## config.mk

```make
export PLATFORM = sky130hd
export DESIGN_NAME = rtype_issue_ctrl_flat
export DESIGN_NICKNAME = d
export VERILOG_FILES = /design/src/rtl/rtype_issue_ctrl_pkg.sv /design/src/rtl/rtype_issue_ctrl_if.sv /design/src/rtl/rtype_instr_fifo.sv /design/src/rtl/rtype_issue_ctrl.sv /design/src/flat_wrapper.sv
export SDC_FILE = /design/constraint.sdc
export NUM_CORES = 1
export LEC_CHECK = 0
export CELL_PAD_IN_SITES_DETAIL_PLACEMENT = 1
export CELL_PAD_IN_SITES_GLOBAL_PLACEMENT = 1
export CORE_ASPECT_RATIO = 0.7
export CORE_MARGIN = 2
export CORE_UTILIZATION = 30
export CTS_CLUSTER_DIAMETER = 150
export CTS_CLUSTER_SIZE = 30
export DETAILED_ROUTE_END_ITERATION = 8
export PLACE_DENSITY_LB_ADDON = 0.1
export SLEW_MARGIN = 40
export SYNTH_ARGS = -nofsm -noshare
export SYNTH_HDL_FRONTEND = slang
export SYNTH_HIERARCHICAL = 1
export SYNTH_SLANG_ARGS = --single-unit
```

## constraint.sdc

```tcl
create_clock -name clk -period 10.8 [get_ports clk]
set_input_delay 2.16 -clock clk [delete_from_list [all_inputs] [get_ports clk]]
set_output_delay 2.16 -clock clk [all_outputs]
set_load 0.005 [all_outputs]
```

## src/rtl/rtype_issue_ctrl_pkg.sv

```systemverilog
// rtl/rtype_issue_ctrl_pkg.sv - R-type encoding constants, scoreboard entry type and field helpers
package rtype_pkg;

    localparam logic [6:0] OPC_RTYPE = 7'b0110011;
    localparam logic [6:0] F7_BASE   = 7'b0000000;
    localparam logic [6:0] F7_ALT    = 7'b0100000;
    localparam logic [2:0] F3_ADD    = 3'b000;
    localparam logic [2:0] F3_SR     = 3'b101;

    typedef struct packed {
        logic       v;
        logic [4:0] rd;
    } sb_entry_t;

    function automatic logic [4:0] rs1(input logic [31:0] instr);
        return instr[19:15];
    endfunction

    function automatic logic [4:0] rs2(input logic [31:0] instr);
        return instr[24:20];
    endfunction

    function automatic logic [4:0] rd(input logic [31:0] instr);
        return instr[11:7];
    endfunction

    function automatic logic [2:0] funct3(input logic [31:0] instr);
        return instr[14:12];
    endfunction

    function automatic logic [6:0] funct7(input logic [31:0] instr);
        return instr[31:25];
    endfunction

    // The alternate funct7 only encodes sub and sra.
    function automatic logic is_legal(input logic [31:0] instr);
        logic w_alt_ok;
        w_alt_ok = (funct7(instr) == F7_ALT) &&
                   ((funct3(instr) == F3_ADD) || (funct3(instr) == F3_SR));
        return (instr[6:0] == OPC_RTYPE) && ((funct7(instr) == F7_BASE) || w_alt_ok);
    endfunction

endpackage

```

## src/rtl/rtype_issue_ctrl_if.sv

```systemverilog
// rtl/rtype_issue_ctrl_if.sv - instruction intake and issue bus of the R-type issue controller
interface rtype_issue_ctrl_if #(
    parameter int DEPTH = 4
);
    localparam int CW = $clog2(DEPTH) + 1;

    logic          in_valid;
    logic          in_ready;
    logic [31:0]   in_instr;
    logic          hold;
    logic          issue_valid;
    logic [31:0]   issue_instr;
    logic          illegal;
    logic          busy;
    logic [CW-1:0] fifo_count;

    modport master (
        output in_valid, in_instr, hold,
        input  in_ready, issue_valid, issue_instr, illegal, busy, fifo_count
    );

    modport slave (
        input  in_valid, in_instr, hold,
        output in_ready, issue_valid, issue_instr, illegal, busy, fifo_count
    );

endinterface

```

## src/rtl/rtype_instr_fifo.sv

```systemverilog
// rtl/rtype_instr_fifo.sv - DEPTH x W instruction FIFO with occupancy count, no pass-through
module rtype_instr_fifo #(
    parameter int DEPTH = 4,
    parameter int W     = 32
) (
    input  logic                     clk,
    input  logic                     rst,
    input  logic                     i_push,
    input  logic [W-1:0]             i_data,
    input  logic                     i_pop,
    output logic [W-1:0]             o_data,
    output logic                     o_full,
    output logic                     o_empty,
    output logic [$clog2(DEPTH):0]   o_count
);
    localparam int AW = $clog2(DEPTH);
    localparam int CW = AW + 1;

    logic [W-1:0]  r_mem [DEPTH];
    logic [AW-1:0] r_wr_ptr;
    logic [AW-1:0] r_rd_ptr;
    logic [CW-1:0] r_count;
    logic          w_do_push;
    logic          w_do_pop;

    assign w_do_push = i_push && !o_full;
    assign w_do_pop  = i_pop && !o_empty;

    // Storage needs no reset; occupancy alone decides what is valid.
    always_ff @(posedge clk) begin
        if (w_do_push) begin
            r_mem[r_wr_ptr] <= i_data;
        end
    end

    always_ff @(posedge clk or negedge rst) begin
        if (!rst) begin
            r_wr_ptr <= '0;
            r_rd_ptr <= '0;
            r_count  <= '0;
        end else begin
            if (w_do_push) begin
                r_wr_ptr <= r_wr_ptr + AW'(1);
            end
            if (w_do_pop) begin
                r_rd_ptr <= r_rd_ptr + AW'(1);
            end
            case ({w_do_push, w_do_pop})
                2'b10:   r_count <= r_count + CW'(1);
                2'b01:   r_count <= r_count - CW'(1);
                default: r_count <= r_count;
            endcase
        end
    end

    assign o_data  = r_mem[r_rd_ptr];
    assign o_full  = (r_count == CW'(DEPTH));
    assign o_empty = (r_count == '0);
    assign o_count = r_count;

endmodule

```

## src/rtl/rtype_issue_ctrl.sv

```systemverilog
// rtl/rtype_issue_ctrl.sv - in-order R-type issue with RAW scoreboard; PERF_CNT_EN adds perf counters
module rtype_issue_ctrl
    import rtype_pkg::*;
#(
    parameter int DEPTH  = 4,
    parameter int WB_LAT = 2
) (
    input  logic                 clk,
    input  logic                 rst,
    rtype_issue_ctrl_if.slave    bus
`ifdef PERF_CNT_EN
    ,
    output logic [31:0]          perf_issued,
    output logic [31:0]          perf_stall
`endif
);
    localparam int CW = $clog2(DEPTH) + 1;

    logic          w_full;
    logic          w_empty;
    logic          w_accept;
    logic          w_legal;
    logic          w_push;
    logic          w_issue;
    logic          w_hazard;
    logic          w_sb_busy;
    logic [31:0]   w_head;
    logic [4:0]    w_rs1;
    logic [4:0]    w_rs2;
    logic [4:0]    w_rd;
    logic [CW-1:0] w_count;

    logic          r_issue_valid;
    logic [31:0]   r_issue_instr;
    logic          r_illegal;
    sb_entry_t     r_sb [WB_LAT];

    assign w_accept = bus.in_valid && !w_full;
    assign w_legal  = is_legal(bus.in_instr);
    assign w_push   = w_accept && w_legal;

    rtype_instr_fifo #(
        .DEPTH (DEPTH),
        .W     (32)
    ) u_fifo (
        .clk     (clk),
        .rst     (rst),
        .i_push  (w_push),
        .i_data  (bus.in_instr),
        .i_pop   (w_issue),
        .o_data  (w_head),
        .o_full  (w_full),
        .o_empty (w_empty),
        .o_count (w_count)
    );

    assign w_rs1 = rs1(w_head);
    assign w_rs2 = rs2(w_head);
    assign w_rd  = rd(w_head);

    // x0 is never entered in the scoreboard, but reads of x0 are also masked here.
    always_comb begin
        w_hazard  = 1'b0;
        w_sb_busy = 1'b0;
        for (int k = 0; k < WB_LAT; k++) begin
            if (r_sb[k].v) begin
                w_sb_busy = 1'b1;
                if (((w_rs1 != 5'd0) && (r_sb[k].rd == w_rs1)) ||
                    ((w_rs2 != 5'd0) && (r_sb[k].rd == w_rs2))) begin
                    w_hazard = 1'b1;
                end
            end
        end
    end

    assign w_issue = !w_empty && !bus.hold && !w_hazard;

    always_ff @(posedge clk or negedge rst) begin
        if (!rst) begin
            r_issue_valid <= 1'b0;
            r_issue_instr <= '0;
            r_illegal     <= 1'b0;
            for (int k = 0; k < WB_LAT; k++) begin
                r_sb[k] <= '0;
            end
        end else begin
            r_issue_valid <= w_issue;
            r_issue_instr <= w_issue ? w_head : 32'd0;
            r_illegal     <= w_accept && !w_legal;
            r_sb[0]       <= '{v: (w_issue && (w_rd != 5'd0)), rd: w_rd};
            for (int k = 1; k < WB_LAT; k++) begin
                r_sb[k] <= r_sb[k-1];
            end
        end
    end

`ifdef PERF_CNT_EN
    logic [31:0] r_perf_issued;
    logic [31:0] r_perf_stall;

    always_ff @(posedge clk or negedge rst) begin
        if (!rst) begin
            r_perf_issued <= '0;
            r_perf_stall  <= '0;
        end else begin
            if (w_issue) begin
                r_perf_issued <= r_perf_issued + 32'd1;
            end
            if (!w_empty && !bus.hold && w_hazard) begin
                r_perf_stall <= r_perf_stall + 32'd1;
            end
        end
    end

    assign perf_issued = r_perf_issued;
    assign perf_stall  = r_perf_stall;
`endif

    assign bus.in_ready    = !w_full;
    assign bus.issue_valid = r_issue_valid;
    assign bus.issue_instr = r_issue_instr;
    assign bus.illegal     = r_illegal;
    assign bus.busy        = !w_empty || w_sb_busy;
    assign bus.fifo_count  = w_count;

endmodule

```

## src/flat_wrapper.sv

```systemverilog
// flat-port wrapper written by rule: the top's interface ports become plain ports
module rtype_issue_ctrl_flat import rtype_pkg::*;
#(
    parameter int DEPTH  = 4,
    parameter int WB_LAT = 2
)
  (clk, rst, bus_in_valid, bus_in_instr, bus_hold, bus_in_ready, bus_issue_valid, bus_issue_instr, bus_illegal, bus_busy, bus_fifo_count);
  rtype_issue_ctrl_if #(.DEPTH(DEPTH)) bus_i ();
  input  logic clk;
  input  logic rst;
  input wire logic [$bits(bus_i.in_valid)-1:0] bus_in_valid;
  input wire logic [$bits(bus_i.in_instr)-1:0] bus_in_instr;
  input wire logic [$bits(bus_i.hold)-1:0] bus_hold;
  output wire logic [$bits(bus_i.in_ready)-1:0] bus_in_ready;
  output wire logic [$bits(bus_i.issue_valid)-1:0] bus_issue_valid;
  output wire logic [$bits(bus_i.issue_instr)-1:0] bus_issue_instr;
  output wire logic [$bits(bus_i.illegal)-1:0] bus_illegal;
  output wire logic [$bits(bus_i.busy)-1:0] bus_busy;
  output wire logic [$bits(bus_i.fifo_count)-1:0] bus_fifo_count;
  assign bus_i.in_valid = bus_in_valid;
  assign bus_i.in_instr = bus_in_instr;
  assign bus_i.hold = bus_hold;
  assign bus_in_ready = bus_i.in_ready;
  assign bus_issue_valid = bus_i.issue_valid;
  assign bus_issue_instr = bus_i.issue_instr;
  assign bus_illegal = bus_i.illegal;
  assign bus_busy = bus_i.busy;
  assign bus_fifo_count = bus_i.fifo_count;
  rtype_issue_ctrl #(.DEPTH(DEPTH), .WB_LAT(WB_LAT)) u_core (.clk(clk), .rst(rst), .bus(bus_i));
endmodule
```

Word level (Yosys, flattened, before mapping). Memory sizes are Yosys's and may differ from the RTL's. Cells that the tools add are included.

Add/sub/neg operators: 4. Multipliers: 0. Div/mod/pow operators: 0. Magnitude comparators: 0. Equality and inequality tests: 10. Shifts and indexed selects: 0. Mux-type cells: 10. Bitwise operators: 0. Reductions and logical operators: 31.

Operator list (count): 2-to-1 mux 32 bit (1); equality test 5 bit (4); nonzero test 5 bit (3); equality test 7 x 6 -> 1 bit, second input constant (2); logical AND 1 bit (14); 2-to-1 mux 1 bit (8); logical NOT 7 bit (1); equality test 3 bit, second input constant (2); logical NOT 3 bit (2); one-hot mux 3 bit (2 select lines) (1); logical NOT 1 bit (5); logical OR 1 bit (5); adder 2 x 1 -> 2 bit, second input constant (2); adder 3 x 1 -> 3 bit, second input constant (1); subtractor 3 x 1 -> 3 bit, second input constant (1); equality test 2 x 1 -> 1 bit, second input constant (1); equality test 2 bit, second input constant (1); nonzero test 2 bit (1).

Flip-flop bits (word level): 53. Latch bits: 0. Bits in writable memories: 128. Memory bits (read-only): 0. Bits of input ports: 36. Output and inout port bits: 39. Logic and storage cells: 66. Memories: 1.

Memories: u_core.u_fifo.r_mem (words 4, width 32, rd ports 1, clocked after Yosys merged registers in 0, write ports 1, RTL line rtype_instr_fifo.sv:19) `logic [W-1:0] r_mem [DEPTH];`.

Longest topological paths before layout. Gate-level depths: netlist of the first run. An unclocked memory read counts as a cell.

Depth in word-level cells: 13. Depth in mapped cells: 17.

Cells and area by module. The synthesis of the first run kept the hierarchy.

Modules (own cells, without submodules): rtype_instr_fifo (times used 1, cells each 205, area each 5091.1 µm²); rtype_issue_ctrl (times used 1, cells each 139, area each 1986.9 µm²).

Worst setup path before layout of the first run. OpenSTA, ideal clock, no wires.

Path type: input-to-reg. Start point: input port bus_in_instr[3]. End point: memory u_core.u_fifo.r_mem[0][0], enable pin. Library setup time: 0.392 ns. Arrival: 3.756 ns. Data required time: 10.408 ns. Setup slack: 6.652 ns. Stages on the path: 7. Path buffers: 0. Path through: nor2_1 nand3_1 nor3b_1 nand4_1 nor2_1 nor2b_2 and2_1.

Longest elaborated chain between the ends: 6.

Ends and longest elaborated chain: from (decl) (RTL line flat_wrapper.sv:12) `input wire logic [$bits(bus_i.in_instr)-1:0] bus_in_instr;`; equality test 7 x 6 -> 1 bit (RTL line rtype_issue_ctrl_pkg.sv:40) `return (instr[6:0] == OPC_RTYPE) && ((funct7(instr) == F7_BASE) || w_alt_ok);`; logical AND 1 bit (RTL line rtype_issue_ctrl_pkg.sv:40); logical AND 1 bit (RTL line rtype_issue_ctrl.sv:40) `assign w_push = w_accept && w_legal;`; via u_core.w_push (RTL line rtype_issue_ctrl.sv:23) `logic w_push;`; logical AND 1 bit (RTL line rtype_instr_fifo.sv:26) `assign w_do_push = i_push && !o_full;`; 2-to-1 mux 1 bit (RTL line rtype_instr_fifo.sv:31) `if (w_do_push) begin`; 2-to-1 mux 1 bit (not written as such) (RTL line rtype_instr_fifo.sv:32) `r_mem[r_wr_ptr] <= i_data;`; to (decl) (RTL line rtype_instr_fifo.sv:19).

The timed path passes the listed nets, and every way through them passes these cells.

Worst setup path in the final report of the first run.
Start point: register u_core.u_fifo.r_rd_ptr[0]. End point: register u_core.u_fifo.r_count[2], in the netlist u_core/u_fifo/o_count[2].

Longest elaborated chain between the ends: 13. Elaborated cells between the ends (all ways): 24. Those cells by class: eq/ne (6); mux (5); reduce/logical (12); memory (1).

Ends and longest elaborated chain: from (decl) (RTL line rtype_instr_fifo.sv:21) `logic [AW-1:0] r_rd_ptr;`; from (signal assigned) (RTL line rtype_instr_fifo.sv:46) `r_rd_ptr <= r_rd_ptr + AW'(1);`; memory read (4 x 32 bit) *; via u_core.w_head[19] (RTL line rtype_issue_ctrl.sv:27) `logic [31:0] w_head;`; equality test 5 bit / nonzero test 5 bit (equally long branches) (RTL line rtype_issue_ctrl.sv:68) `if (((w_rs1 != 5'd0) && (r_sb[k].rd == w_rs1)) ||`; logical AND 1 bit (RTL line rtype_issue_ctrl.sv:68); logical OR 1 bit (RTL line rtype_issue_ctrl.sv:68); 2-to-1 mux 1 bit (RTL line rtype_issue_ctrl.sv:68); 2-to-1 mux 1 bit (RTL line rtype_issue_ctrl.sv:66) `if (r_sb[k].v) begin`; 2-to-1 mux 1 bit (RTL line rtype_issue_ctrl.sv:68); 2-to-1 mux 1 bit * (RTL line rtype_issue_ctrl.sv:66); logical NOT 1 bit * (RTL line rtype_issue_ctrl.sv:76) `assign w_issue = !w_empty && !bus.hold && !w_hazard;`; logical AND 1 bit * (RTL line rtype_issue_ctrl.sv:76); via u_core.w_issue (RTL line rtype_issue_ctrl.sv:24) `logic w_issue;`; logical AND 1 bit * (RTL line rtype_instr_fifo.sv:27) `assign w_do_pop = i_pop && !o_empty;`; via u_core.u_fifo.w_do_pop (RTL line rtype_instr_fifo.sv:24) `logic w_do_pop;`; equality test 2 x 1 -> 1 bit / equality test 2 bit (equally long branches) (RTL line rtype_instr_fifo.sv:48) `case ({w_do_push, w_do_pop})`; one-hot mux 3 bit (2 select lines) / nonzero test 2 bit (equally long branches); to (signal assigned) (RTL line rtype_instr_fifo.sv:49) `2'b10: r_count <= r_count + CW'(1);`; to (signal assigned) (RTL line rtype_instr_fifo.sv:50) `2'b01: r_count <= r_count - CW'(1);`; to (signal assigned) (RTL line rtype_instr_fifo.sv:51) `default: r_count <= r_count;`; to (decl) (RTL line rtype_instr_fifo.sv:22) `logic [CW-1:0] r_count;`.

The timed path passes the listed nets; every way through them passes the cells marked *. A chain may end at the register's enable or synchronous reset.

==> qor.txt, run 1 <==
CTS tree -> built
number of max-cap violations -> 0
antenna violations before repair -> 0
RePlAce Congestion -> 0.7414
post-DP HPWL -> 9.857 mm
placed cells -> 723
Syn-to-layout area delta -> 22.49%
initial core utilization -> 30.90%
DR vias -> 3,427
vias in the first global route -> 3,958
Syn Nets -> 386
layout cells sized above 1 -> 23.02%
worst setup margin -> 5731 ps
crit share post-route -> 46.93%
Power Density -> 244.8 nW/um^2
Vias/cell -> 4.539
H-tree Lvls -> 4
final setup violation count -> 0
FF+latch count, synth -> 181
GRT Overall Usage -> 13.72%
pre-CTS setup slack -> 5682 ps
Top-Level Pins -> 75
Final Core Density -> 37.85%
Post-synth EDFFs -> 128
first-pass GRT wire length -> 24.71 mm
Die Wd -> 187.6 microns
Critical Path RT -> 11,150 ps
total setup buffers inserted after CTS -> 0
Num Clock Sinks -> 181
status -> completed
Fin. Hold Viols -> 0
Wirelength per Cell -> 21.01 microns
DRC Markers -> 0
Syn Area/Cell -> 20.58 sq um
cell chain of the critical path -> buf_4 > mux4_1 > or4_1 > o211ai_1 > o22ai_1 > or3_2 > buf_4 > nor2_1 > o31a_1 > ha_1 > inv_1 > fa_1 > xor2_1 > nor2_1 > xor2_1
RSZ-0062 raised after global routing -> no
number of diodes -> 0
largest net degree at the start of global routing -> 54
core area -> 22,910 sq um
Crit Path Class -> reg -> reg
worst path bufs/invs -> 3
Warnings, synthesis -> 6
die area -> 24,860 sq um
Slew @ Worst Pin -> 758.4 ps
fmax -> 197.3 MHz
Slew Viols, Final -> 0
drt pass-1 iters -> 4
cts repair resizes -> 0
Max clock buf depth -> 2
clock root cell -> clkbuf_16
Port Buffers -> 74
NumNets Final -> 472
VDD IR max -> 0.1172 mV
hold buffers post-CTS -> 0
Final Skew -> 10.90 ps
Synth async-reset ratio -> 29.28%
Seq/Total Area, Yosys -> 73.04%
count of cell types in the netlist -> 36
Detail Route Antenna Nets -> 0
Clock transition at path regs -> 70 ps
Post-Syn Area -> 7078 sq um
Worst path max stage delay -> 710 ps
routed wire length -> 15.87 mm
die height -> 132.5 microns
Rel. slew slack -> 49.44%
gr ovfl total -> 0
Syn Inst Count -> 344
TritonCTS Buffers -> 17
hold crit path type -> reg -> reg
slowest CP cell -> dfrtp_2
Worst Setup End Kind -> register
prevailing post-synth register cell -> edfxtp_1
minimum clock period -> 5069 ps
Worst-Skew Late Latency -> 430 ps
Fin Setup TNS -> 0 ps
fin cells -> 755
# rows -> 46
Lkg Pwr -> 2.976 nW
startpoint types -> register
initial DRC count -> 165
WP data arrival -> 5420 ps
hold_ws -> 458.0 ps
Max Fanout on Critical Path -> 34
CP top delay family -> simple AND/OR/NAND/NOR gates
==> logic make-up (layout without fill, tap and decap cells) <==
logic type	Yosys count	in the layout	share of synthesized area, %
flops	181	181	73.04
compound gates	6	6	0.6010
simple gates	67	67	8.273
xor+xnor	27	27	3.341
buf+inv	23	122	2.881
fa+ha+maj	6	6	1.167
mux	34	34	10.69
==> worst reg2reg max path: stages (launching register included) <==
cell      delay [ps]
dfrtp_2          710
buf_4            490
mux4_1           710
or4_1            560
o211ai_1         180
o22ai_1           90
or3_2            400
buf_4            340
nor2_1           250
o31a_1           230
ha_1             210
inv_1             60
fa_1             370
xor2_1           150
nor2_1           110
xor2_1           150
==> layer usage <==
| layer | up-vias | track usage [%] | share of wire, % |
|---|---|---|---|
| met2 | 72 | 21.75 | 47 |
| met5 | - | 0 | 0 |
| met4 | 0 | 4.418 | 1.1 |
| met1 | 1834 | 18.36 | 48 |
| met3 | 16 | 3.767 | 3.9 |
| li1 | 1505 | - | - |
==> report_power, final <==
| part | switching (mW) | internal [mW] | total [mW] | leakage, nW |
|---|---|---|---|---|
| registers | 0.0865 | 0.832 | 0.918 | 1.81 |
| clock network | 0.277 | 0.325 | 0.602 | 0.273 |
| logic | 0.254 | 0.348 | 0.601 | 0.890 |
==> synthesized netlist by cell type (3+ instances only) <==
| cell | n | area share [%] |
|---|---|---|
| inv_1 | 7 | 0.37 |
| xor2_1 | 8 | 0.99 |
| or4_1 | 3 | 0.32 |
| mux4_2 | 28 | 8.9 |
| nand4_1 | 3 | 0.27 |
| ha_1 | 5 | 0.88 |
| nand2_1 | 3 | 0.16 |
| buf_12 | 6 | 1.7 |
| nor3b_1 | 5 | 0.53 |
| dfrtp_1 | 53 | 19 |
| and2_1 | 4 | 0.35 |
| edfxtp_1 | 128 | 54 |
| mux4_1 | 4 | 1.5 |
| nor2_1 | 8 | 0.42 |
| buf_2 | 4 | 0.28 |
| nor3b_2 | 29 | 5.1 |
| nand3_1 | 3 | 0.21 |
| clkbuf_1 | 3 | 0.16 |
| xnor2_1 | 19 | 2.4 |
==> worst paths after layout <==
check                                                      startpoint                               endpoint  slack (ps)  cells after the start
worst min register to register              u_core/r_sb[11]$_DFF_PN0_               u_core/r_sb[5]$_DFF_PN0_         460                      0
max in group asynchronous                                         rst  u_core/u_fifo/r_rd_ptr[0]$_DFFE_PN0P_        8600                      2
min in group asynchronous                                         rst   u_core/bus.issue_instr[24]$_DFF_PN0_        1800                      2
worst max-delay path            u_core/u_fifo/r_rd_ptr[0]$_DFFE_PN0P_   u_core/u_fifo/o_count[2]$_DFFE_PN0P_        5730                     15
worst min-delay path                        u_core/r_sb[11]$_DFF_PN0_               u_core/r_sb[5]$_DFF_PN0_         460                      0
worst max register to register  u_core/u_fifo/r_rd_ptr[0]$_DFFE_PN0P_   u_core/u_fifo/o_count[2]$_DFFE_PN0P_        5730                     15
==> placed cells by master, fill, tap and decap left out, drive strengths merged, types with 5 or more instances in the layout <==
cell,count
buf,10
clkbuf,18
clkdlybuf4s50,73
dfrtp,53
edfxtp,128
ha,5
inv,15
mux4,32
nor2,8
nor3b,34
xnor2,19
xor2,8
==> through the flow <==
stage               power [mW]  area [sq um]
floorplan                1.324          7078
global placement         1.548          8098
detailed placement       1.550          8098
CTS                      2.164          8666
global route             2.248          8670
finish                   2.122          8670
==> flip-flops by register name, indices dropped and copies added (netlist names) <==
signal / count
u_core/u_fifo/r_rd_ptr: 2
u_core/r_sb: 12
u_core/bus.issue_instr: 32
u_core/u_fifo/o_count: 3
u_core/bus.illegal: 1
u_core/bus.issue_valid: 1
u_core/u_fifo/r_mem: 128
u_core/u_fifo/r_wr_ptr: 2
==> layout make-up <==
class,instances,area (sq um)
clock buffer,18,429.2
clock inverter,14,138.9
fill,2282,14240
inverter,7,26.28
multi-input combinational,140,1707
sequential,181,5171
tap,312,390.4
timing repair buffer,83,807.0
(Power assumes the default switching activity.)
==> run 2: changes to the inputs <==
==> constraint.sdc (replaced) <==
create_clock -name clk -period 4.1 [get_ports clk]
set_input_delay 0.82 -clock clk [delete_from_list [all_inputs] [get_ports clk]]
set_output_delay 0.82 -clock clk [all_outputs]
set_load 0.005 [all_outputs]
==> run 2 against run 1 <==
Compared with the run above:
- register-to-register slack lost 5500 ps
- largest power group unchanged
- die area did not move
- first-iteration DRC count up 25%
- utilization increased by 0.85 points
==> qor.txt, run 2 (same netlist as run 1, synthesis figures left out) <==
Critical Path RT -> 4450 ps (was 11,150 ps)
sw power -> 1.662 mW (was 617.5 uW)
Wirelength per Cell -> 21.24 microns (was 21.01 microns)
RSZ-0062 raised after global routing -> no (unchanged)
startpoint types -> register (unchanged)
Final Skew -> 8.661 ps (was 10.90 ps)
number of max-cap violations -> 0 (unchanged)
# rows -> 46 (unchanged)
first-pass GRT wire length -> 25.10 mm (was 24.71 mm)
Largest register FFs -> 128 (unchanged)
GRT Overall Usage -> 13.95% (was 13.72%)
TritonCTS Buffers -> 17 (unchanged)
final setup violation count -> 0 (unchanged)
crit share post-route -> 95.43% (was 46.93%)
layout cells sized above 1 -> 26.62% (was 23.02%)
hold crit path type -> in -> async (was reg -> reg)
Port Buffers -> 74 (unchanged)
DR vias -> 3,434 (was 3,427)
Max Fanout on Critical Path -> 10 (was 34)
die area -> 24,860 sq um (unchanged)
minimum clock period -> 3912 ps (was 5069 ps)
reg-to-reg endpoint -> u_core/u_fifo/o_count[2]$_DFFE_PN0P_ (unchanged)
Lkg Pwr -> 3.085 nW (was 2.976 nW)
Comb pwr share -> 30.2% (was 28.3%)
CP top delay family -> simple AND/OR/NAND/NOR gates (unchanged)
post-DP HPWL -> 10.51 mm (was 9.857 mm)
Num Clock Sinks -> 181 (unchanged)
drt pass-1 iters -> 4 (unchanged)
most frequent cells in the layout -> edfxtp_1, clkdlybuf4s50_1, dfrtp_1, nor3b_2 (was edfxtp_1, clkdlybuf4s50_1, dfrtp_1, nor3b_2, mux4_2)
initial DRC count -> 207 (was 165)
Fin Setup TNS -> 0 ps (unchanged)
routed wire length -> 16.44 mm (was 15.87 mm)
fmax -> 255.6 MHz (was 197.3 MHz)
Worst Setup End Kind -> register (unchanged)
Die Wd -> 187.6 microns (unchanged)
slowest CP cell -> dfrtp_4 (was dfrtp_2)
vias in the first global route -> 3,908 (was 3,958)
Fin. Hold Viols -> 0 (unchanged)
most common cell after layout, fill and taps aside -> edfxtp_1 (unchanged)
Detail Route Antenna Nets -> 0 (unchanged)
fill count -> 2,287 (was 2,282)
die height -> 132.5 microns (unchanged)
Max clock buf depth -> 2 (unchanged)
CTS tree -> built (unchanged)
hold buffers post-CTS -> 0 (unchanged)
Rel. slew slack -> 54.89% (was 49.44%)
NumNets Final -> 491 (was 472)
Worst path max stage delay -> 520 ps (was 710 ps)
initial core utilization -> 30.90% (unchanged)
Sw Ratio -> 28.50% (was 29.10%)
R2R Path Start -> u_core/u_fifo/r_rd_ptr[0]$_DFFE_PN0P_ (unchanged)
Pint -> 4.169 mW (was 1.505 mW)
Power Density -> 657.9 nW/um^2 (was 244.8 nW/um^2)
Syn-to-layout area delta -> 25.23% (was 22.49%)
most used cell, CP -> xor2_1
number of diodes -> 0 (unchanged)
Critical Path Source -> u_core/u_fifo/r_rd_ptr[0]$_DFFE_PN0P_ (unchanged)
Slew @ Worst Pin -> 676.7 ps (was 758.4 ps)
DRC Markers -> 0 (unchanged)
VDD IR max -> 0.3698 mV (was 0.1172 mV)
Slew Viols, Final -> 0 (unchanged)
gr ovfl total -> 0 (unchanged)
Clock transition at path regs -> 70 ps (about the same)
Reg power frac -> 41.1% (was 43.3%)
reg2reg path depth -> 14 (was 15)
pre-CTS setup slack -> 33.93 ps (was 5682 ps)
WP data arrival -> 4260 ps (was 5420 ps)
worst path bufs/invs -> 2 (was 3)
RePlAce Congestion -> 0.7415 (was 0.7414)
Worst-Skew Late Latency -> 420 ps (was 430 ps)
minimum setup slack among reg-to-reg paths -> 190 ps (was 5730 ps)
hold_ws -> 344.1 ps (was 458.0 ps)
status -> completed (unchanged)
antenna violations before repair -> 1 (was 0)
total power draw -> 5.831 mW (was 2.122 mW)
H-tree Lvls -> 4 (unchanged)
worst setup margin -> 187.6 ps (was 5731 ps)
cell chain of the critical path -> buf_4 > mux4_2 > or4_1 > o211ai_1 > o22ai_1 > or3_2 > nor2_2 > o31a_1 > ha_1 > inv_1 > fa_1 > xor2_1 > nor2_1 > xor2_1 (was buf_4 > mux4_1 > or4_1 > o211ai_1 > o22ai_1 > or3_2 > buf_4 > nor2_1 > o31a_1 > ha_1 > inv_1 > fa_1 > xor2_1 > nor2_1 > xor2_1)
Top-Level Pins -> 75 (unchanged)
Crit Path Class -> reg -> reg (unchanged)
core area -> 22,910 sq um (unchanged)
Biggest register -> u_core/u_fifo/r_mem (unchanged)
Clock Power Share -> 28.7% (was 28.4%)
Vias/cell -> 4.437 (was 4.539)
largest net degree at the start of global routing -> 34 (was 54)
clock root cell -> clkbuf_16 (unchanged)
==> run 2: worst max-delay path by stage <==
stage | endpoint | slack, ps | depth (start not counted)
floorplan | u_core/u_fifo/o_count[2]$_DFFE_PN0P_ | 200 | 17
global placement | u_core/u_fifo/o_count[2]$_DFFE_PN0P_ | 100 | 14
detailed placement | u_core/u_fifo/o_count[2]$_DFFE_PN0P_ | 30 | 14
CTS | u_core/u_fifo/o_count[2]$_DFFE_PN0P_ | 10 | 14
global route | u_core/u_fifo/o_count[2]$_DFFE_PN0P_ | 40 | 14
finish | u_core/u_fifo/o_count[2]$_DFFE_PN0P_ | 190 | 14
==> run 2: area by class of cell <==
type,count,area (sq um),area share (%)
repair buffers,102,960.9,10.84
inverters,7,26.28,0.2964
flip-flops and latches,181,5174,58.37
well taps,312,390.4,4.404
multi-input cells,140,1709,19.28
clock inverters,14,173.9,1.962
clock buffers,18,429.2,4.842
==> run 2: power by group through the flow <==
stage / clock network, mW / registers [mW] / logic [mW]
floorplan: 0 / 2.36 / 1.13
global placement: 0 / 2.44 / 1.76
detailed placement: 0 / 2.45 / 1.76
CTS: 1.72 / 2.41 / 1.77
global route: 1.80 / 2.43 / 1.91
finish: 1.67 / 2.40 / 1.76
==> run 2: per-stage QoR <==
stage	utilization (%)	area (sq um)	std cells
2_1_floorplan	-	7078	344
3_3_place_gp	35.93	8230	739
3_5_place_dp	35.93	8230	739
4_1_cts	38.56	8833	771
5_1_grt	38.69	8864	774
6_report	38.69	8864	774
==> run 2: repair_timing <==
action	4_1_cts	5_1_grt
endpoints found under the setup margin	0	1
gates resized for setup	0	2
setup buffers	0	3
==> run 2: per-layer routing <==
metal,vias to the layer above,GRT usage (%),part of all wire (%)
li1,1542,-,-
met1,1824,20.31,50
met2,57,21.09,46
met3,11,3.289,2.9
met4,0,3.412,0.84
met5,-,0,0
==> variant 1 (settings of run 2) <==
`WB_LAT` is set to 2 in 2 places; all go to 4.
--- a/src/rtl/rtype_issue_ctrl.sv
+++ b/src/rtl/rtype_issue_ctrl.sv
@@ -5,3 +5,3 @@
     parameter int DEPTH  = 4,
-    parameter int WB_LAT = 2
+    parameter int WB_LAT = 4
 ) (
--- a/src/flat_wrapper.sv
+++ b/src/flat_wrapper.sv
@@ -4,3 +4,3 @@
     parameter int DEPTH  = 4,
-    parameter int WB_LAT = 2
+    parameter int WB_LAT = 4
 )
Check against the original RTL: not equivalent (Yosys sat finds a counterexample within 10 cycles, from zero or initial values and one cycle with rst low).
==> variant 1 against run 2 <==
Total power increased by 4.4%. Non-clock buffer count decreased by 7. Sequential cell count increased by 12. Combinational power increased by 6%. Core utilization decreased by 1.1 points. Largest cell class unchanged. Global-route usage increased by 0.17 points. Die area increased by 4.8%. Synthesized area increased by 5.0%. Final area increased by 4.1%. Highest routed layer is now met5. Routed wire length increased by 3.2%. Final cell count increased by 5.9%. Worst setup slack improved by 0.13 ns. Largest power group unchanged. Synthesized cell count increased by 13%.
==> variant 1: results (changes against run 2) <==
endpoint_kind: "flop"
synth.distinct_cells: 37  # +2.8%
switching_share_pct: 31.6  # +3.1 points
ir_drop_mv: 0.327  # -12%
reg2reg_depth: 14  # unchanged
num_vias: 3673  # +7.0%
status: "finished clean"
grt_max_degree: 39  # +15%
p_leak_uw: 0.00325  # +5.4%
crit_fanout: 5  # -5
layout-drive-gt1-share_pct: 18.2  # -8.4 points
dp_hpwl_um: 10700  # +1.7%
drt_iter0_drc: 168  # -19%
grt_use_total_pct: 14.1  # +0.17 points
wl_per_cell_um: 20.7  # -2.6%
grt_first_pass_wirelength_um: 26000  # +3.6%
gp_congestion: 0.838  # +13%
num-nets-final: 524  # +6.7%
yosys-top-cells-count: "edfxtp_1 (128), dfrtp_1 (65), and2_1 (36)"
seq_area_frac_synth_pct: 73.6  # +0.59 points
clk_latency_ns: 0.44  # +0.02 ns
synthArstFlopShare_pct: 33.7  # +4.4 points
grt_pass1_vias: 4097  # +4.8%
reg2reg_setup_slack_ns: 0.32  # +0.13 ns
cts-resized-gates: 0  # unchanged
synth_area_leaders: "edfxtp_1 (52%), dfrtp_1 (22%), mux4_2 (8.5%)"
fin_skew_ns: 0.0120  # +0.00332 ns
yosys_warnings: 6  # unchanged
worst_pin_slew_ns: 0.503  # -0.174 ns
crit_arrival_ns: 4.14  # -0.12 ns
syn-num-nets: 431  # +12%
variant 1: cell types whose count changed after synthesis, sizes merged, moves of 8 or more:
| cell | change |
|---|---|
| dfrtp | +12 |
| nor3b | -32 |
| xor2 | +12 |
| xnor2 | +8 |
| nor4 | +8 |
| and2 | +32 |
variant 1: cells by family after synthesis:
group / after synthesis / share of synthesized area (%)
AOI/OAI and AO/OA: 6 / 0.488
xor gates and xnor gates: 47 / 5.54
adders and majority gates: 6 / 1.11
buffers and inverters: 28 / 2.68
DFF: 193 / 73.6
muxes: 34 / 10.2
and+or+nand+nor: 75 / 6.37
variant 1: how the worst min path moves through the flow:
stage                                       endpoint
after detailed placement             u_core/r_sb[11]
after floorplan                      u_core/r_sb[17]
after global placement               u_core/r_sb[11]
after CTS                 u_core/bus.issue_instr[26]
final                     u_core/bus.issue_instr[29]
after global routing      u_core/bus.issue_instr[29]
variant 1: final cells by class:
cell class / instances / area, µm²
multi-input combinational: 168 / 1760
tap: 325 / 407
clock buffer: 17 / 425
fill: 2420 / 15300
clock inverter: 15 / 163
inverter: 7 / 26.3
timing repair buffer: 95 / 971
sequential: 193 / 5470
variant 1: stage by stage:
step | std cells | hold slack [ns] | instance area (µm²) | worst slack, ns
2_1_floorplan | 389 | 0.368 | 7430 | 0.283
3_3_place_gp | 788 | 0.414 | 8630 | 0.462
3_5_place_dp | 788 | 0.416 | 8640 | 0.301
6_report | 820 | 0.329 | 9220 | 0.317
4_1_cts | 820 | 0.334 | 9220 | 0.259
5_1_grt | 820 | 0.342 | 9220 | 0.0466
variant 1: per-layer routing:
layer	share of wire [%]	global-route usage, %	vias up	wire length, µm
li1	-	-	1641	-
met2	47	22.2	65	7970
met5	0.077	0	-	13
met4	1.3	4.33	2	214
met3	3.5	3.70	15	589
met1	48	19.2	1950	8170
variant 1: power groups by stage:
| stage | Combinational, µW | Clock (µW) | Sequential, µW |
|---|---|---|---|
| after floorplan | 1270 | 0 | 2550 |
| after global placement | 1930 | 0 | 2620 |
| after detailed placement | 1910 | 0 | 2620 |
| after CTS | 1930 | 1700 | 2580 |
| after global routing | 2060 | 1780 | 2610 |
| final | 1870 | 1650 | 2570 |
variant 1: worst max-delay path, stage by stage (launching register included):
cell     delay (ns)
dfrtp_2        0.41
buf_4          0.18
mux4_1         0.59
or4_1          0.52
nor2_2         0.19
nor4_1         0.07
o21ai_0        0.22
and4_4         0.26
o31a_1         0.21
ha_1           0.21
inv_1          0.06
fa_1           0.37
xor2_1         0.15
nor2_1         0.11
xor2_1         0.16
==> variant 2 (config.mk and constraints of run 2) <==
Made on the original files. Take the reset off `r_issue_instr` and load it in a clocked block of its own.
--- a/src/rtl/rtype_issue_ctrl.sv
+++ b/src/rtl/rtype_issue_ctrl.sv
@@ -80,3 +80,2 @@
             r_issue_valid <= 1'b0;
-            r_issue_instr <= '0;
             r_illegal     <= 1'b0;
@@ -87,3 +86,2 @@
             r_issue_valid <= w_issue;
-            r_issue_instr <= w_issue ? w_head : 32'd0;
             r_illegal     <= w_accept && !w_legal;
@@ -94,2 +92,6 @@
         end
+    end
+
+    always_ff @(posedge clk) begin
+        r_issue_instr <= w_issue ? w_head : 32'd0;
     end
Behaviour: differs if rst is asserted again (counterexample within 4 cycles, from zero or initial values and one cycle with rst low); with rst held inactive, the same outputs for 4 cycles.
==> variant 2 against run 2 <==
Global-route usage down 0.091 points. Worst setup slack better by 0.0052 ns. First-iteration DRC count is 27% lower. Final area is 0.86% lower. Routed wire length shrank 5.5%. Sequential cell count stayed put. Via count decreased by 0.70%. Synthesized area down 2.3%. Total power up 0.62%. Critical path type unchanged.
==> variant 2: results (changes against run 2) <==
grt_max_degree: 34  # unchanged
wl_um: 15500  # -5.5%
seq_area_frac_synth_pct: 72.5  # -0.58 points
dp_hpwl_um: 10300  # -2.4%
crit_fanout: 3  # -7
max_stage_delay_ns: 0.53
synth_area_leaders: "edfxtp_1 (56%), dfxtp_1 (9.3%), mux4_2 (9.1%)"
crit_start: "u_core/u_fifo/r_rd_ptr[0]"
critical_path.slowest_cell: "or4_1"
synth.area.mux_share_pct: 10.9  # +0.25 points
grt_use_total_pct: 13.9  # -0.091 points
grt_first_pass_wirelength_um: 23600  # -6.0%
final.fill_count: 2198  # -3.9%
regMostFlops: "u_core/u_fifo/r_mem"
antenna_found_initial: 0  # -1
first_pass_iters: 4  # unchanged
gp_congestion: 0.743  # +0.15%
synth_compound_area_share_pct: 0.615  # +0.014 points
syn-num-nets: 386  # unchanged
reg2reg_depth: 15  # +1
yosys_warnings: 6  # unchanged
fin_skew_ns: 0.0105  # +0.00187 ns
synth_xor_area_share_pct: 3.42  # +0.079 points
synth_flop_cell: "edfxtp_1"
synthArstFlopShare_pct: 11.6  # -18 points
synth.distinct_cells: 36  # unchanged
yosys-top-cells-count: "edfxtp_1 (128), dfxtp_1 (32), nor3b_2 (29)"
ir_drop_mv: 0.289  # -22%
drt_iter0_drc: 151  # -27%
p_leak_uw: 0.00297  # -3.8%
layout-drive-gt1-share_pct: 26.8  # +0.20 points
cts_buffers: 17  # unchanged
grt_pass1_vias: 3683  # -5.8%
status: "finished clean"
synth_adder_area_share_pct: 1.19  # +0.028 points
num_vias: 3410  # -0.70%
cts-root-buf: "clkbuf_16"
clkTransAtPathRegs_ns: 0.07  # about the same
relSlewSlack_pct: 55.9  # +1.0 points
num-nets-final: 495  # +0.81%
==> variant 2: metrics by stage <==
stage	total power (µW)	cell area [µm²]	cells	hold WS [ns]	worst slack [ns]
floorplan	3490	6910	344	0.375	0.200
global placement	4180	8120	740	0.451	0.219
detailed placement	4190	8110	740	0.448	0.132
CTS	5910	8730	772	0.347	0.113
global route	6180	8790	778	0.362	0.00691
finish	5870	8790	778	0.348	0.193
==> variant 2: area by class of cell <==
type	count	area share [%]
sequential	181	57.1
tap	312	4.44
timing repair buffer	106	11.8
multi-input combinational	140	19.4
inverter	7	0.299
clock buffer	19	4.93
clock inverter	13	2.06
==> variant 2: routing by layer <==
metal	track usage (%)	part of all wire [%]	up-vias
li1	-	-	1549
met1	19.9	51	1786
met2	20.5	44	66
met3	3.80	4.5	9
met4	4.20	0.93	0
met5	0	0	-
==> variant 2: logic make-up (layout without fill, tap and decap cells) <==
kind of cell | count (synthesis) | count (layout)
adders and majority gates | 6 | 6
AOI/OAI and AO/OA | 6 | 6
muxes | 34 | 34
buffers and inverters | 23 | 145
DFF | 181 | 181
xor gates and xnor gates | 27 | 27
and+or+nand+nor | 67 | 67
==> variant 2: where the power goes <==
group          switching [µW]  internal (µW)
sequential                146           2200
clock                     678           1020
combinational             780           1040
total                    1600           4260
==> variant 2: worst min-delay path by stage <==
stage / from / end / slack, ns / cells past startpoint
final: rst / u_core/u_fifo/o_count[2] / 0.35 / 1
after global placement: u_core/r_sb[7] / u_core/r_sb[1] / 0.45 / 0
after detailed placement: u_core/r_sb[10] / u_core/r_sb[4] / 0.45 / 0
after floorplan: u_core/r_sb[11] / u_core/r_sb[5] / 0.37 / 0
after global routing: rst / u_core/bus.illegal / 0.36 / 1
after CTS: rst / u_core/u_fifo/o_count[1] / 0.35 / 1
==> variant 2: what timing repair did <==
| item | 4_1_cts | 5_1_grt |
|---|---|---|
| gates resized for setup | 0 | 2 |
| hold buffers | 0 | 0 |
| endpoints found under the setup margin | 0 | 1 |
| buffers inserted | 0 | 6 |
==> variant 2: worst register-to-register path: cells and delay by family, from the launching register on <==
| family | cells | cell delay, ns |
|---|---|---|
| adders and majority gates | 2 | 0.56 |
| DFF | 1 | 0.50 |
| and+or+nand+nor | 4 | 1.20 |
| xor gates and xnor gates | 2 | 0.30 |
| AOI/OAI and AO/OA | 3 | 0.47 |
| buffers and inverters | 3 | 0.37 |
| muxes | 1 | 0.43 |
